<file path="src/rtl/var_delay_pkg.sv">
// Shared constants and helpers for the variable delay line.
//   DEFAULT_DATAWIDTH / DEFAULT_CHANNELS / DEFAULT_MAX_DELAY : default parameter values
//   delay_width()     : width of the delay/occupancy fields, clog2(max_delay+1)
package var_delay_pkg;

  localparam int unsigned DEFAULT_DATAWIDTH = 32;
  localparam int unsigned DEFAULT_CHANNELS  = 1;
  localparam int unsigned DEFAULT_MAX_DELAY = 16;

  function automatic int unsigned delay_width(input int unsigned max_delay);
    return $clog2(max_delay + 1);
  endfunction

endpackage

</file>
<file path="src/rtl/delay_stage.sv">
// One pipeline stage of the delay line: a data register plus a valid bit.
//   clk, rst        : clock, asynchronous active-high reset
//   en              : advance; when low the stage holds
//   clear           : drops the valid bit regardless of en (data still follows en)
//   d_data, d_valid : value from the previous stage
//   q_data, q_valid : registered stage contents
module delay_stage
  import var_delay_pkg::*;
#(
  parameter int unsigned WIDTH = DEFAULT_DATAWIDTH
) (
  input  logic             clk,
  input  logic             rst,
  input  logic             en,
  input  logic             clear,
  input  logic [WIDTH-1:0] d_data,
  input  logic             d_valid,
  output logic [WIDTH-1:0] q_data,
  output logic             q_valid
);

  always_ff @(posedge clk or posedge rst) begin
    if (rst) begin
      q_data  <= '0;
      q_valid <= 1'b0;
    end else begin
      if (en) q_data <= d_data;
      if (clear) begin
        q_valid <= 1'b0;
      end else if (en) begin
        q_valid <= d_valid;
      end
    end
  end

endmodule

</file>
<file path="src/rtl/var_delay_line.sv">
// Programmable-latency delay line: MAX_DELAY stages, output tapped at stage cur_delay-1.
//   clk, rst         : clock, asynchronous active-high reset
//   en               : advance enable (0 stalls every stage)
//   flush            : clears all in-flight valids, including the incoming sample
//   delay_load       : loads min(delay_sel, MAX_DELAY) into cur_delay, clears valids, no shift
//   delay_sel        : requested delay
//   in_valid, in     : input sample (CHANNELS packed lanes, lane 0 in the LSBs)
//   out_valid, out   : delayed sample; delay 0 is a combinational pass-through
//   cur_delay        : active delay
//   occupancy        : valid samples held in stages 0..cur_delay-1
//   cfg_err          : one-cycle pulse after loading an out-of-range delay
module var_delay_line
  import var_delay_pkg::*;
#(
  parameter  int unsigned DATAWIDTH = DEFAULT_DATAWIDTH,
  parameter  int unsigned CHANNELS  = DEFAULT_CHANNELS,
  parameter  int unsigned MAX_DELAY = DEFAULT_MAX_DELAY,
  localparam int unsigned DW        = delay_width(MAX_DELAY),
  localparam int unsigned W         = CHANNELS * DATAWIDTH
) (
  input  logic          clk,
  input  logic          rst,
  input  logic          en,
  input  logic          flush,
  input  logic          delay_load,
  input  logic [DW-1:0] delay_sel,
  input  logic          in_valid,
  input  logic [W-1:0]  in,
  output logic          out_valid,
  output logic [W-1:0]  out,
  output logic [DW-1:0] cur_delay,
  output logic [DW-1:0] occupancy,
  output logic          cfg_err
);

  localparam logic [DW-1:0] MAX_DELAY_W = DW'(MAX_DELAY);

  logic          stage_en;
  logic          stage_clear;
  logic          sel_over;
  logic [DW-1:0] sel_clamped;
  logic [DW-1:0] cur_delay_q;
  logic [DW-1:0] occ_q;
  logic [DW-1:0] occ_d;
  logic          cfg_err_q;

  // Index 0 is the block input; index i+1 is the output of stage i.
  logic [W-1:0]       chain_data [MAX_DELAY+1];
  logic [MAX_DELAY:0] chain_valid;
  logic [MAX_DELAY-1:0] valid_next;

  // A load both freezes the pipe and invalidates it so the new tap never sees stale samples.
  assign stage_en    = en & ~delay_load;
  assign stage_clear = flush | delay_load;

  assign chain_data[0]  = in;
  assign chain_valid[0] = in_valid;

  for (genvar g = 0; g < MAX_DELAY; g++) begin : g_stage
    delay_stage #(
      .WIDTH(W)
    ) u_stage (
      .clk    (clk),
      .rst    (rst),
      .en     (stage_en),
      .clear  (stage_clear),
      .d_data (chain_data[g]),
      .d_valid(chain_valid[g]),
      .q_data (chain_data[g+1]),
      .q_valid(chain_valid[g+1])
    );
  end

  assign sel_over    = delay_sel > MAX_DELAY_W;
  assign sel_clamped = sel_over ? MAX_DELAY_W : delay_sel;

  // Occupancy is registered, so count the valid bits the stages will hold after this edge.
  // A load clears every valid, so the old cur_delay is correct whenever the count is non-zero.
  always_comb begin
    valid_next = stage_en ? chain_valid[MAX_DELAY-1:0] : chain_valid[MAX_DELAY:1];
    if (stage_clear) valid_next = '0;
    occ_d = '0;
    for (int i = 0; i < MAX_DELAY; i++) begin
      if (i < int'(cur_delay_q) && valid_next[i]) occ_d = occ_d + DW'(1);
    end
  end

  always_ff @(posedge clk or posedge rst) begin
    if (rst) begin
      cur_delay_q <= MAX_DELAY_W;
      occ_q       <= '0;
      cfg_err_q   <= 1'b0;
    end else begin
      if (delay_load) cur_delay_q <= sel_clamped;
      occ_q     <= occ_d;
      cfg_err_q <= delay_load & sel_over;
    end
  end

  // Output tap; delay 0 falls through to the input unregistered.
  always_comb begin
    out       = in;
    out_valid = in_valid;
    for (int i = 0; i < MAX_DELAY; i++) begin
      if (cur_delay_q == DW'(i + 1)) begin
        out       = chain_data[i+1];
        out_valid = chain_valid[i+1];
      end
    end
  end

  assign cur_delay = cur_delay_q;
  assign occupancy = occ_q;
  assign cfg_err   = cfg_err_q;

endmodule

</file>
<file path="config.mk">
export PLATFORM = sky130hd
export DESIGN_NAME = var_delay_line
export DESIGN_NICKNAME = d
export VERILOG_FILES = /design/src/rtl/var_delay_pkg.sv /design/src/rtl/delay_stage.sv /design/src/rtl/var_delay_line.sv
export SDC_FILE = /design/constraint.sdc
export NUM_CORES = 1
export LEC_CHECK = 0
export CAP_MARGIN = 30
export CORE_UTILIZATION = 40
export CTS_CLUSTER_DIAMETER = 60
export DETAILED_ROUTE_END_ITERATION = 8
export PLACE_DENSITY = 0.54
export SYNTH_ARGS = -nofsm -noshare
export SYNTH_HDL_FRONTEND = slang
export SYNTH_SLANG_ARGS = --single-unit
</file>
<file path="constraint.sdc">
create_clock -name clk -period 40.2 [get_ports clk]
set_input_delay 12.06 -clock clk [delete_from_list [all_inputs] [get_ports clk]]
set_output_delay 12.06 -clock clk [all_outputs]
set_load 0.005 [all_outputs]
</file>
==> metrics <==
status=finished clean; vias per cell=between 5 and 6; compound-cell area share of the yosys netlist=roughly an eighth; Nets=2363; critical path class=in -> out; Overall Global Routing Usage=18.3%; Critical Path AT=between 15 and 20 ns; full die area=approximately 67000 sq um; Seq/Total Area, Yosys=roughly 51%; Synth Area in XOR/XNOR=around 2.0%; # fillers=5949; Clk Latency, worst-skew pair=between 0.6 and 0.7 ns; CP Launch Type=input pin; vias=17300; drt drc=0; Port-buffer cells=86; total negative slack=0 ns; syn avg cell area=11.6 sq um; type of the tightest min-delay check=reg -> reg; Starting DRT DRC Count=between 1000 and 1500; Cell Pwr Density=~61 nW/um^2; CTS tree=done; Bufs on Longest Clock Path=3; Synth cell types=77; num ports=87; top cell type by total area after synthesis=dfrtp_1; Data required, critical path=around 28 ns; GPL Wtd Cong=between 0.7 and 0.8; final non-filler cell total=roughly 3200; share of the synthesized area in the top cell type=between 50% and 60%; Max VDD drop=~0.033 mV; Max Clock Freq=between 0.03 and 0.04 GHz; Worst-path clk slew=~0.060 ns; mux share of post-synthesis cell area=between 20% and 30%; Cells after Synth=2288; first-pass GRT wire length=about 100 mm; Core ar.=around 65000 sq um; RSZ-0062 raised after global routing=false; predominant post-synthesis flop cell=dfrtp_1; CTS sink cnt=approximately 540; CTS H-tree depth=2; Setup Viol. Count Final=0; post-CTS setup buffers=0; fin crit share=between 60% and 70%; Starting Density=between 40% and 50%; Die Span Y=about 260 microns; total CTS buffers=61; Synth Register Bits=539; most common cell in the synthesized netlist=dfrtp_1; Layout Utilization=46.7%; Syn-to-layout area delta=14.6%; final instance area=slightly above 30000 sq um; Post-CTS Hold Buffers=0; Post-Synth Simple-Gate Area=under 10%; post-DR wirelength/cell=about 19 microns; crit-path max FO=2; Synth Area in Adders=less than 1%; vias in the first global route=~17000; Async SR Flop Fraction=100%; mapped cell area=between 20000 and 30000 sq um; Slew HR=19.8%; total wire length=61.3 mm; leakage=13.2 nW; largest net degree at the start of global routing=202; placed inst area=28200 sq um; grt ovf=0; clock root buffer=clkbuf_16; Ys Warns=0; Syn Nets=2346; Crit. End Element=primary output; Post-synth EDFFs=0; antenna diode count=0; Cells after DPL=around 3100; Max Cap Violations=0; Hold Fails Final Rpt=0; Post-CTS Resized=0; commonest cells in the netlist=538 x dfrtp_1, 520 x mux2_2, 212 x o21ai_0, 145 x clkbuf_1, 145 x nor2_1; layout cells sized above 1=~30%; Die W=~260 microns; top post-synthesis cells by area=dfrtp_1 51%, mux2_2 22%, o21ai_0 4.0%; row count=93; Least-Margin Pin Slew=between 1 and 1.5 ns; Detail Placement HPWL=38.3 mm; min Tclk post-route=approximately 27 ns; First-pass DRT Iterations=5; Slew Limit Fails=0; Final Skew=0.00913 ns; initial antenna violation count=1; post-route ant nets=0; largest family of logic cells by synthesized area=multiplexers
==> layout by cell type, fill, tap and decap left out, types with 10 or more instances in the layout <==
cell type,n
o21ai_0,212
xnor2_1,24
a21oi_1,130
clkbuf_1,13
nand3_1,15
clkbuf_8,14
buf_4,24
nor3_1,63
nand2_1,91
clkbuf_16,62
ha_1,15
a211oi_1,104
mux2_2,520
o22ai_1,42
mux2i_1,57
clkdlybuf4s50_1,86
nor2_1,141
nand4_1,10
inv_1,20
dfrtp_1,537
==> routing by layer <==
layer / global-route usage (%) / up-vias / part of all wire (%)
li1: - / 8446 / -
met1: 28.3 / 8536 / 52
met2: 26.4 / 278 / 42
met3: 3.28 / 77 / 4.2
met4: 4.26 / 2 / 1.8
met5: 0 / - / 0.021
==> layout make-up <==
| class | count | area, sq um | area share [%] |
|---|---|---|---|
| multi-input combinational | 1561 | 12300 | 40.6 |
| clock buffer | 89 | 1790 | 5.91 |
| sequential | 539 | 13500 | 44.5 |
| inverter | 21 | 86.3 | 0.284 |
| clock inverter | 24 | 304 | 1.00 |
| timing repair buffer | 121 | 1290 | 4.26 |
| tap | 855 | 1070 | 3.53 |
==> worst paths after layout <==
check	startpoint	endpoint	slack (ns)	cells past startpoint
min in group asynchronous	rst	g_stage[0].u_stage.q_data[22]$_DFFE_PP0N_	11.74	2
worst max-delay path	in[30]	out[30]	12.90	12
worst min-delay path	g_stage[15].u_stage.q_data[21]$_DFFE_PP0N_	g_stage[15].u_stage.q_data[21]$_DFFE_PP0N_	0.50	1
worst max register to register	cur_delay[0]$_DFFE_PP0P_	occupancy[4]$_DFF_PP0_	29.50	46
max in group asynchronous	rst	g_stage[8].u_stage.q_data[9]$_DFFE_PP0N_	25.37	7
worst min register to register	g_stage[15].u_stage.q_data[21]$_DFFE_PP0N_	g_stage[15].u_stage.q_data[21]$_DFFE_PP0N_	0.50	1
==> worst max-delay path, cell delays in order <==
cell	delay (ns)
clkdlybuf4s50_1	0.53
mux2i_1	0.10
a211oi_1	0.28
a211oi_1	0.08
nor3_1	0.27
a211oi_1	0.09
o21ai_0	0.27
o21ai_0	0.13
o21ai_0	0.55
a21oi_1	0.18
o21ai_0	0.18
clkdlybuf4s50_1	0.52
==> stage by stage <==
step | hold WS (ns) | setup WS (ns) | power, mW
after CTS | 0.507 | 12.94 | 1.88
after global placement | 0.487 | 12.80 | 1.26
final | 0.504 | 12.90 | 1.85
after detailed placement | 0.492 | 12.96 | 1.29
after floorplan | 0.479 | 13.08 | 1.16
after global routing | 0.523 | 12.57 | 1.96
==> cells by family after synthesis <==
family	Yosys count
simple gates	374
compound gates	544
xor+xnor	46
flops	539
fa+ha+maj	15
buf+inv	188
mux	582
==> state kept, by name, summed over array words and instances (netlist names) <==
| name | flops |
|---|---|
| cur_delay | 5 |
| g_stage.u_stage.q_valid | 16 |
| g_stage.u_stage.q_data | 512 |
| occupancy | 5 |
| cfg_err | 1 |
==> where the power goes <==
part           switching (mW)  leakage, nW  total [mW]  internal [mW]
clock network           0.230         1.01       0.573          0.342
logic                   0.137         5.41       0.361          0.223
registers               0.160         6.74       0.921          0.761
(Power assumes the default switching activity.)
